## src/rtl/lsu_pkg.sv

```systemverilog
// Shared definitions for the load/store unit.
//   - RV32I funct3 width/sign encodings used by loads and stores
//   - FSM state encodings for the LSU control path
//   - helpers that classify an incoming operation before it is accepted
package lsu_pkg;

  localparam logic [2:0] F3_B  = 3'b000;
  localparam logic [2:0] F3_H  = 3'b001;
  localparam logic [2:0] F3_W  = 3'b010;
  localparam logic [2:0] F3_BU = 3'b100;
  localparam logic [2:0] F3_HU = 3'b101;

  localparam logic [1:0] S_IDLE = 2'd0;
  localparam logic [1:0] S_REQ  = 2'd1;
  localparam logic [1:0] S_WAIT = 2'd2;
  localparam logic [1:0] S_DONE = 2'd3;

  // Stores only have B/H/W; the unsigned encodings exist for loads only.
  function automatic logic f3_legal(input logic is_store, input logic [2:0] f3);
    if (is_store) return (f3 == F3_B) || (f3 == F3_H) || (f3 == F3_W);
    return (f3 == F3_B) || (f3 == F3_H) || (f3 == F3_W) || (f3 == F3_BU) || (f3 == F3_HU);
  endfunction

  // funct3[1:0] is the access size: 01 = half, 10 = word.
  function automatic logic f3_misaligned(input logic [2:0] f3, input logic [1:0] lo);
    return ((f3[1:0] == 2'b01) && lo[0]) || ((f3[1:0] == 2'b10) && (lo != 2'b00));
  endfunction

endpackage

```

## src/rtl/lsu_align.sv

```systemverilog
// Combinational lane logic for the LSU.
//   funct3    in   3   access width/sign
//   addr_lo   in   2   byte offset within the word
//   wdata     in   32  raw store data (rs2)
//   rdata     in   32  raw read word from memory
//   wstrb     out  4   byte strobes for the addressed lanes
//   wdata_rep out  32  store data replicated across all lanes
//   rdata_ext out  32  selected load lane, sign/zero-extended
// Misaligned offsets are folded down to the natural lane (half -> addr_lo[1],
// word -> lane 0); trapping on them is decided by the top level.
module lsu_align
  import lsu_pkg::*;
(
  input  logic [2:0]  funct3,
  input  logic [1:0]  addr_lo,
  input  logic [31:0] wdata,
  input  logic [31:0] rdata,
  output logic [3:0]  wstrb,
  output logic [31:0] wdata_rep,
  output logic [31:0] rdata_ext
);

  logic [31:0] shifted;

  always_comb begin
    wstrb     = 4'b1111;
    wdata_rep = wdata;
    shifted   = rdata;
    case (funct3[1:0])
      2'b00: begin
        wstrb     = 4'b0001 << addr_lo;
        wdata_rep = {4{wdata[7:0]}};
        shifted   = rdata >> {addr_lo, 3'b000};
      end
      2'b01: begin
        wstrb     = 4'b0011 << {addr_lo[1], 1'b0};
        wdata_rep = {2{wdata[15:0]}};
        shifted   = rdata >> {addr_lo[1], 4'b0000};
      end
      default: ;
    endcase
  end

  always_comb begin
    case (funct3)
      F3_B:    rdata_ext = {{24{shifted[7]}}, shifted[7:0]};
      F3_BU:   rdata_ext = {24'b0, shifted[7:0]};
      F3_H:    rdata_ext = {{16{shifted[15]}}, shifted[15:0]};
      F3_HU:   rdata_ext = {16'b0, shifted[15:0]};
      default: rdata_ext = rdata;
    endcase
  end

endmodule

```

## src/rtl/lsu.sv

```systemverilog
// Load/store unit: takes the ALU result as effective address, issues one
// word-aligned data-memory access per instruction and returns write-back data.
// Ports:
//   clk, rst_n                          clock, async active-low reset
//   in_valid/in_ready                   execute-side handshake (ready only in IDLE)
//   in_is_store, in_funct3, in_addr,
//   in_wdata, in_rd                     operation captured on accept
//   mem_req/mem_gnt, mem_rvalid         memory request/grant/response
//   mem_we, mem_addr, mem_wstrb,
//   mem_wdata, mem_rdata                memory data path
//   out_valid/out_ready                 write-back handshake, held until accepted
//   out_we, out_rd, out_data, out_err   write-back result
// Parameter MEM_TIMEOUT: cycles allowed in REQ+WAIT before a bus error (0 = off).
// Build option LSU_MISALIGN_TRAP_EN: misaligned half/word accesses trap with
// out_err and never reach memory; otherwise the low address bits are ignored.
module lsu
  import lsu_pkg::*;
#(
  parameter int unsigned MEM_TIMEOUT = 255
) (
  input  logic        clk,
  input  logic        rst_n,
  input  logic        in_valid,
  output logic        in_ready,
  input  logic        in_is_store,
  input  logic [2:0]  in_funct3,
  input  logic [31:0] in_addr,
  input  logic [31:0] in_wdata,
  input  logic [4:0]  in_rd,
  output logic        mem_req,
  input  logic        mem_gnt,
  output logic        mem_we,
  output logic [31:0] mem_addr,
  output logic [3:0]  mem_wstrb,
  output logic [31:0] mem_wdata,
  input  logic        mem_rvalid,
  input  logic [31:0] mem_rdata,
  output logic        out_valid,
  input  logic        out_ready,
  output logic        out_we,
  output logic [4:0]  out_rd,
  output logic [31:0] out_data,
  output logic        out_err
);

  localparam int CNT_W = (MEM_TIMEOUT < 2) ? 1 : $clog2(MEM_TIMEOUT + 1);
  localparam logic [CNT_W-1:0] CNT_LAST = (MEM_TIMEOUT == 0) ? '0 : CNT_W'(MEM_TIMEOUT - 1);
  localparam logic TMO_EN = (MEM_TIMEOUT != 0);

  logic [1:0]       state;
  logic             op_store;
  logic [2:0]       op_f3;
  logic [31:0]      op_addr;
  logic [31:0]      op_wdata;
  logic [4:0]       op_rd;
  logic [CNT_W-1:0] cnt;
  logic             res_we;
  logic             res_err;
  logic [31:0]      res_data;

  logic [3:0]  strb;
  logic [31:0] wdata_rep;
  logic [31:0] rdata_ext;
  logic        in_trap;
  logic        in_bad;
  logic        tmo;

  lsu_align u_align (
    .funct3    (op_f3),
    .addr_lo   (op_addr[1:0]),
    .wdata     (op_wdata),
    .rdata     (mem_rdata),
    .wstrb     (strb),
    .wdata_rep (wdata_rep),
    .rdata_ext (rdata_ext)
  );

`ifdef LSU_MISALIGN_TRAP_EN
  assign in_trap = f3_misaligned(in_funct3, in_addr[1:0]);
`else
  assign in_trap = 1'b0;
`endif

  // Illegal or trapping ops are decided on the raw inputs so they can go
  // straight to DONE without ever touching memory.
  assign in_bad = !f3_legal(in_is_store, in_funct3) || in_trap;

  // Fires on the MEM_TIMEOUT-th cycle spent in REQ/WAIT; a response arriving
  // in that same WAIT cycle still wins.
  assign tmo = TMO_EN && (cnt == CNT_LAST);

  always_ff @(posedge clk or negedge rst_n) begin
    if (!rst_n) begin
      state    <= S_IDLE;
      op_store <= 1'b0;
      op_f3    <= '0;
      op_addr  <= '0;
      op_wdata <= '0;
      op_rd    <= '0;
      cnt      <= '0;
      res_we   <= 1'b0;
      res_err  <= 1'b0;
      res_data <= '0;
    end else begin
      case (state)
        S_IDLE: if (in_valid) begin
          op_store <= in_is_store;
          op_f3    <= in_funct3;
          op_addr  <= in_addr;
          op_wdata <= in_wdata;
          op_rd    <= in_rd;
          cnt      <= '0;
          res_we   <= 1'b0;
          res_err  <= in_bad;
          res_data <= '0;
          state    <= in_bad ? S_DONE : S_REQ;
        end
        S_REQ: begin
          if (tmo) begin
            res_err <= 1'b1;
            state   <= S_DONE;
          end else begin
            cnt <= cnt + 1'b1;
            if (mem_gnt) state <= S_WAIT;
          end
        end
        S_WAIT: begin
          if (mem_rvalid) begin
            res_we   <= !op_store;
            res_data <= op_store ? '0 : rdata_ext;
            state    <= S_DONE;
          end else if (tmo) begin
            res_err <= 1'b1;
            state   <= S_DONE;
          end else begin
            cnt <= cnt + 1'b1;
          end
        end
        default: if (out_ready) state <= S_IDLE;
      endcase
    end
  end

  // Outputs are gated by state so everything idles at zero between ops.
  assign in_ready  = rst_n && (state == S_IDLE);
  assign mem_req   = (state == S_REQ);
  assign mem_we    = mem_req && op_store;
  assign mem_addr  = mem_req ? {op_addr[31:2], 2'b00} : '0;
  assign mem_wstrb = mem_req ? strb : '0;
  assign mem_wdata = mem_we ? wdata_rep : '0;
  assign out_valid = (state == S_DONE);
  assign out_we    = out_valid && res_we;
  assign out_rd    = out_valid ? op_rd : '0;
  assign out_data  = out_valid ? res_data : '0;
  assign out_err   = out_valid && res_err;

endmodule

```

## config.mk

```make
export PLATFORM = sky130hd
export DESIGN_NAME = lsu
export DESIGN_NICKNAME = d
export VERILOG_FILES = /design/src/rtl/lsu_pkg.sv /design/src/rtl/lsu_align.sv /design/src/rtl/lsu.sv
export SDC_FILE = /design/constraint.sdc
export NUM_CORES = 1
export LEC_CHECK = 0
export CORE_ASPECT_RATIO = 0.8
export CORE_MARGIN = 8
export CORE_UTILIZATION = 46
export CTS_CLUSTER_SIZE = 25
export DETAILED_ROUTE_END_ITERATION = 16
export HOLD_SLACK_MARGIN = 0.1
export PLACE_DENSITY = 0.81
export REMOVE_ABC_BUFFERS = 1
export SETUP_SLACK_MARGIN = 0.15
export SLEW_MARGIN = 25
export SYNTH_ARGS = -nofsm -noshare
export SYNTH_HDL_FRONTEND = slang
export SYNTH_SLANG_ARGS = --single-unit
```

## constraint.sdc

```tcl
create_clock -name clk -period 2.5 [get_ports clk]
set_input_delay 0.375 -clock clk [delete_from_list [all_inputs] [get_ports clk]]
set_output_delay 0.375 -clock clk [all_outputs]
set_load 0.05 [all_outputs]
```

[Word-level counts from Yosys, hierarchy flattened]
Cells that the tools add are included.
Operators by class
  add/subtract/negate cells: 1
  equality and inequality tests: 17
  shifts and indexed selects: 4
  multiplexer cells: 35
  reductions and logical operators: 21
Operators with widths (count)
  2-to-1 mux 32 bit: 6
  one-hot mux 32 bit (2 select lines): 2
  one-hot mux 32 bit (4 select lines): 1
  right shift 32 x 5 -> 16 bit: 2
  one-hot mux 16 bit (2 select lines): 1
  2-to-1 mux 8 bit: 3
  one-hot mux 8 bit (3 select lines): 1
  2-to-1 mux 2 bit: 7
  == test 3 bit (second input constant): 4
  adder 8 x 1 -> 8 bit (second input constant): 1
  == test 8 bit (second input constant): 1
  2-to-1 mux 1 bit: 8
  one-hot mux 4 bit (2 select lines): 1
  == test 3 x 1 -> 1 bit (second input constant): 2
  logical NOT 3 bit: 2
  != test 2 bit (second input constant): 3
  one-hot mux 2 bit (3 select lines): 1
  AND reduction 3 bit: 2
  2-to-1 mux 5 bit: 1
  == test 2 x 1 -> 1 bit (second input constant): 2
  == test 2 bit (second input constant): 2
  logical AND 1 bit: 4
  logical NOT 2 bit: 2
  logical OR 1 bit: 4
  other kinds (14): 15
Word-level totals
  flip-flop bits (word level): 117
  input bits: 111
  output and inout port bits: 111
  logic and storage cells: 88

[Longest topological paths before layout]
Gate-level depths: netlist (run 1).
  word-level depth: 9
  depth in mapped cells: 8

[By module]
Synthesis (run 1) repeated with hierarchy kept, for this count alone.
Unflattened totals
  cell total of the unflattened synthesis: 607
  area, all modules: 6510.0 µm²
Modules (own cells, without submodules)
  lsu: times used 1, cells an instance 440, area each 5381.4 µm², seq. area each 2927.8 µm²
  lsu_align: times used 1, cells an instance 167, area each 1128.6 µm², seq. area each 0.0 µm²

[Least setup slack after synthesis (run 1)]
Ideal clock, no wire load.
  path kind: flip-flop to output port
  start: reg state[1]
  end: out mem_wdata[13]
  data arrival time: 2284 ps
  data required time: 2125 ps
  slack: -159 ps
  stages on the path, launching flop included: 6
  path buffers: 1
  cell sequence: dfrtp_1 > inv_1 > ha_1 > nand2_1 > clkbuf_1 > a21oi_1
Between the ends
  word-level cells in the longest chain between the ends: 3
RTL lines
  from (decl): RTL line lsu.sv:50  | logic [1:0] state;
  from (signal assigned): RTL line lsu.sv:116  | state <= in_bad ? S_DONE : S_REQ;
  == test 2 x 1 -> 1 bit: RTL line lsu.sv:146  | assign mem_req = (state == S_REQ);
  via mem_req: RTL line lsu.sv:30  | output logic mem_req,
  logical AND 1 bit: RTL line lsu.sv:147  | assign mem_we = mem_req && op_store;
  2-to-1 mux 32 bit: RTL line lsu.sv:150  | assign mem_wdata = mem_we ? wdata_rep : '0;
  to (decl): RTL line lsu.sv:35  | output logic [31:0] mem_wdata,
The timed path passes the listed nets, and every way through them passes these cells.

[Worst setup path in the final report (run 1)]
  start: reg state[1]
  end: out mem_wdata[14]
Between the ends
  word-level cells in the longest chain between the ends: 3
RTL lines (RTL line)
  == test 2 x 1 -> 1 bit: lsu.sv:146
  logical AND 1 bit: lsu.sv:147
  2-to-1 mux 32 bit: lsu.sv:150
Every way passes these cells.

==> metrics.txt, run 1 <==
status=finished, final reports clean; CP Class=register to output pin; drt initial violations=573; first-pass GRT wire length=36070 um; CTS root buf=clkbuf_16; FF-to-FF End=res_data[27]; post-DR wirelength/cell=around 22 um; Worst-Margin Slew=0.8483 ns; f_max=435.0 MHz; PnR Total Power=14.43 mW; io pins=222; Req. time, crit path=2.12 ns; initial antenna violation count=0; Multi-input gate area=3249 um^2; NumNets Final=968; Yosys warning total=0; Max Used Layer=met4; Pleak=around 4.6 nW; final count of hold timing violations=0; Cell Chain, Critical Path=inv_1, ha_1, nand2_1, buf_4, a21oi_1, buf_12; ANT cells=0; CP startpoint kind=register; FF+latch count, synth=~120; Power Density=1360 nW/um^2; Remaining Overflow, GRT=0; TritonCTS clock tree=built; sequential fraction of the synthesis area=a little under half; Residual DRC=0; vias in the first global route=a little over 6000; FF/Latch Area=between 2000 and 3000 um^2; Area Growth Syn to Fin=65.88%; Total Routing Usage GR=a little over a quarter; setup TNS=0 ns; Setup Viol. Count Final=0; Reg2Reg Setup Slack=0.34 ns; final antenna-violating net count=0; delay-heaviest family, CP=buffers and inverters; synth unique cells=51; Setup Skew=between 0.007 and 0.008 ns; Detailed Routing Iterations Pass 1=5; GP Congestion=between 0.8 and 0.9; Die Wd=147.8 um; worst-path maximum fanout=25; class of the worst hold path=input pin to asynchronous set/reset pin; layout cells sized above 1=between 30% and 40%; cell count after synthesis=~630; Place WS=about 0.24 ns; PnR worst setup slack=approximately 0.2 ns; Worst-Skew Late Latency=0.43 ns; WL final=23120 um; CP Data Arrival Time=between 1.5 and 2 ns; port buffer count=219; hpwl dp=16130 um; RSZ-0062 raised after global routing=true; Vias/cell=around 5.7; min cycle time layout=~2.3 ns; Slowest cell on crit path=dfrtp_1; CP endpoint kind=output pin; Non-Filler Instances=1044; Max Cap Viol=0; hold buffer count at cts=0; ys flop type=dfrtp_1; crit path buf inv count=3; Core Area=13550 um^2; Slew HR=42.85%; Worst R2R Start=op_f3[0]; largest net degree at the start of global routing=118; number of core rows=38; Tcrit/Tclk final=91.96%; Met3 Wirelength=2703 um; slowest cell delay on critical path=0.42 ns; EDFF count, synth=0; Num CTS Buffers=17; starting density of the core=a little under half; synthesized cell area=6395 um^2; Via Count=5922; Pins Over Slew Limit=0; FFs w/ async S/R, synth=100.0%; cell total after placement=around 1000; clk slew on worst S/H paths=0.06 ns; Worst R2R Path Depth=6; WL met1=8769 um; Avg Cell Area, Syn=a little over 10 um^2; H-tree Lvls=4; worst hold slack=between 0.05 and 0.06 ns; met2 WL=approximately 11000 um; peak supply drop=0.9727 mV; chip height=121.5 um; CTS max path bufs=2; die area=between 15000 and 20000 um^2; fill count=773; # clock sinks=117
synth_stat cells, drive strengths merged (7+ instances only):
master	n	area (um^2)
mux2	80	900.9
o31ai	13	102.6
nor2b	11	68.82
nor2	31	116.4
and3	14	87.58
a21oi	25	125.1
a211oi	9	67.56
nand3	7	35.03
a221oi	7	85.08
buf	10	65.06
o21ai	53	302.8
mux2i	16	160.2
inv	15	56.30
and2	70	437.9
dfrtp	117	2928
nand2	58	217.7
clkbuf	34	127.6
worst max-delay path by stage:
stage | start | endpoint | slack, ns | cells after the start
after global placement | in_valid | res_data[30] | 0.35 | 6
after detailed placement | in_valid | res_data[4] | 0.24 | 6
after global routing | state[1] | mem_wdata[14] | 0.09 | 6
after floorplan | state[1] | mem_wdata[10] | -0.83 | 4
final | state[1] | mem_wdata[14] | 0.20 | 6
after CTS | op_f3[1] | mem_wdata[14] | 0.15 | 6
metrics by stage:
step / instance area (um^2) / utilization (%)
2_1_floorplan: 6206 / -
3_3_place_gp: 9881 / 72.92
3_5_place_dp: 9881 / 72.92
4_1_cts: 10560 / 77.89
5_1_grt: 10610 / 78.28
6_report: 10610 / 78.28
kinds of logic after synthesis:
group | after synthesis | synth area share [%]
and+or+nand+nor | 220 | 18.29
AOI/OAI and AO/OA | 133 | 14.20
DFF | 117 | 45.78
muxes | 96 | 16.59
buffers and inverters | 59 | 3.893
adders and majority gates | 6 | 1.174
other | 1 | 0.05864
state kept, by name (all words and copies together), names as in the netlist:
signal and flops:
op_addr 32, res_we 1, state 2, res_err 1, res_data 32, op_rd 5, cnt 8, op_f3 3
op_store 1, op_wdata 32
routing by layer:
metal  track usage, %  up-vias
li1                 -     2655
met1            29.16     2903
met2            42.96      327
met3            12.60       37
met4            8.709        0
met5                0        -
where the power goes:
| group | switching [mW] | internal (mW) | total (mW) |
|---|---|---|---|
| clock network | 0.894 | 1.84 | 2.74 |
| registers | 0.749 | 2.83 | 3.57 |
| logic | 4.46 | 3.66 | 8.12 |
cell usage in the layout (no fill, tap or decap), drive strengths merged, types with 7 or more instances in the layout:
cell type	synthesis	routed
nor2	31	31
and3	14	14
dfrtp	117	117
a21oi	25	25
nand3	7	7
clkdlybuf4s50	0	109
o21ai	53	53
and2	70	70
inv	15	15
mux2i	16	16
buf	10	134
nor2b	11	11
a221oi	7	7
o31ai	13	13
clkbuf	34	23
mux2	80	80
a211oi	9	9
nand2	58	58
area by class of cell:
| class | count | area share (%) |
|---|---|---|
| repair buffers | 243 | 32.93 |
| multi-input cells | 457 | 30.63 |
| flip-flops and latches | 117 | 27.65 |
| clock buffers | 23 | 4.506 |
| well taps | 180 | 2.123 |
| clock inverters | 9 | 1.628 |
| inverters | 15 | 0.5308 |
timing repair:
item                                    in CTS  in global routing
endpoints found under the setup margin      18                 33
pin swaps                                    0                  2
buffers inserted                             2                  4
endpoints found under the hold margin        0                  0
resized for setup                            3                  8
No activity file was read; power rests on OpenSTA's default activity.
==> inputs of run 2 (changes only) <==
--- a/config.mk
+++ b/config.mk
@@ -5,7 +5,7 @@
 export SDC_FILE = /design/constraint.sdc
 export NUM_CORES = 1
 export LEC_CHECK = 0
-export CORE_ASPECT_RATIO = 0.8
+export CAP_MARGIN = 20
 export CORE_MARGIN = 8
 export CORE_UTILIZATION = 46
 export CTS_CLUSTER_SIZE = 25
==> constraint.sdc (replaced) <==
create_clock -name clk -period 2.4 [get_ports clk]
set_input_delay 0.36 -clock clk [delete_from_list [all_inputs] [get_ports clk]]
set_output_delay 0.36 -clock clk [all_outputs]
set_load 0.05 [all_outputs]
==> run 2 against run 1 <==
Clock power down 9.5%. First-iteration DRC count fell by 9.8%. Critical endpoint is now mem_wdata[24]. Cell count is 0.29% higher. Non-clock buffer count rose by 7. Sequential power grew 3%. Combinational power rose by 8.7%. Sequential share of layout area is 0.28 points lower. Worst hold slack better by 0.42 ns. Global-route usage is 1.2 points lower. Largest cell class unchanged.
==> metrics.txt, run 2 (synthesis gave the netlist of run 1 again) <==
vias in the first global route=6428; class of the worst hold path=register to register; Remaining Overflow, GRT=0; Multi-input gate area=3363 um^2; GP Congestion=between 0.8 and 0.9; first-pass GRT wire length=between 30000 and 40000 um; H-tree Lvls=4; CP startpoint kind=register; Flop pwr share=24.5%; Non-Filler Instances=1047; starting density of the core=46.61%; chip height=133.9 um; CP Class=register to output pin; worst-path maximum fanout=10; PnR worst setup slack=between 0.15 and 0.2 ns; NumNets Final=975; Residual DRC=0; FF/Latch Area=2933 um^2; hpwl dp=16100 um; Regs by FF count=op_addr: 32 flops, op_wdata: 32 flops, res_data: 32 flops; Detailed Routing Iterations Pass 1=6; Power Density=about 1400 nW/um^2; Net Sw Frac=42.97%; Setup Skew=0.01187 ns; Core Area=13720 um^2; Worst-Margin Slew=0.8039 ns; Psw=around 6.4 mW; Tcrit/Tclk final=92.39%; Vias/cell=5.730; Worst-Skew Late Latency=0.43 ns; die area=17930 um^2; WL final=22530 um; peak supply drop=0.9914 mV; most frequent cells in the layout=dfrtp_1, buf_12, clkdlybuf4s50_1, mux2_2, and2_1; Setup Viol. Count Final=0; cell total after placement=1011; CTS max path bufs=2; initial antenna violation count=0; Via Count=~6000; CTS root buf=clkbuf_16; most common cell after layout, fill and taps aside=dfrtp_1; number of core rows=between 40 and 50; clock power share=16.5%; final count of hold timing violations=0; Area Growth Syn to Fin=67.60%; Place WS=just under 0.2 ns; Combinational Power Share=roughly 59%; clk slew on worst S/H paths=0.05 ns; Total Routing Usage GR=24.89%; Num CTS Buffers=17; drt initial violations=517; Pins Over Slew Limit=0; TritonCTS clock tree=built; min cycle time layout=around 2.2 ns; Max Cap Viol=0; RSZ-0062 raised after global routing=true; largest net degree at the start of global routing=118; Pleak=4.562 nW; post-DR wirelength/cell=21.52 um; layout cells sized above 1=34.26%; io pins=222; f_max=451.0 MHz; fill count=781; Pint=8.537 mW; status=finished, final reports clean; ANT cells=0; CP endpoint kind=output pin; # clock sinks=117; Req. time, crit path=2.04 ns; final antenna-violating net count=0; CP Data Arrival Time=1.86 ns; port buffer count=219; Die Wd=133.9 um; Slew HR=46.00%
-- run 2: changes by cell type in the layout (fill, tap and decap cells not counted), sizes merged --
| cell | previous run | this run |
|---|---|---|
| clkinvlp | 1 | 0 |
| buf | 134 | 140 |
| dlygate4sd3 | 0 | 1 |
| bufinv | 5 | 2 |
-- run 2: worst paths after layout --
path                             start            end  slack, ns  cells past startpoint
setup / recovery              op_f3[0]  mem_wdata[24]       0.18                      6
hold / removal             res_data[3]    res_data[3]       0.48                      2
setup reg to reg              state[1]    res_data[8]       0.23                      7
hold reg to reg            res_data[3]    res_data[3]       0.48                      2
max in group asynchronous        rst_n   res_data[31]       1.28                      3
min in group asynchronous        rst_n         cnt[6]       0.56                      3
-- run 2: what timing repair did --
item / CTS / global route
hold buffers: 1 / 0
pin swaps: 0 / 1
gates resized for setup: 14 / 29
buffers inserted: 1 / 6
hold endpoints to repair: 21 / 0
setup endpoints to repair: 65 / 78
-- run 2: layout make-up --
class | instances | share of cell area [%]
Timing Repair Buffer | 250 | 33.38
Multi-Input combinational cell | 457 | 31.38
Sequential cell | 117 | 27.36
Clock buffer | 23 | 4.553
Tap cell | 180 | 2.101
Clock inverter | 5 | 0.7004
Inverter | 15 | 0.5253
-- run 2: critical path, stage by stage (launching register included) --
cell     delay [ns]
dfrtp_2        0.46
buf_4          0.23
mux2i_1        0.25
nor2_1         0.09
a21oi_1        0.17
nor2_2         0.07
buf_12         0.16
-- run 2: power by group through the flow --
| stage | clock network, mW | logic (mW) | registers, mW |
|---|---|---|---|
| 2_1_floorplan | 0 | 4.68 | 3.52 |
| 3_3_place_gp | 0 | 8.12 | 3.57 |
| 3_5_place_dp | 0 | 8.36 | 3.65 |
| 4_1_cts | 2.50 | 8.55 | 3.63 |
| 5_1_grt | 2.60 | 9.31 | 3.76 |
| 6_report | 2.48 | 8.83 | 3.67 |
-- run 2: layer usage --
layer / up-vias / track usage (%) / part of all wire, %
met2: 333 / 42.39 / 50
met4: 0 / 9.607 / 3.0
met5: - / 0 / 0
met3: 65 / 11.78 / 11
li1: 2670 / - / -
met1: 2931 / 26.15 / 36
-- run 2: through the flow --
stage	util, %	power [mW]	hold WS [ns]	cell area [um^2]	setup TNS (ns)
final	78.12	14.97	0.4753	10720	0
after global routing	78.12	15.67	0.4975	10720	0
after CTS	77.05	14.68	0.4781	10570	0
after detailed placement	72.44	12.00	0.4596	9938	0
after global placement	72.44	11.68	0.4521	9938	0
after floorplan	-	8.196	0.06441	6206	-53.17
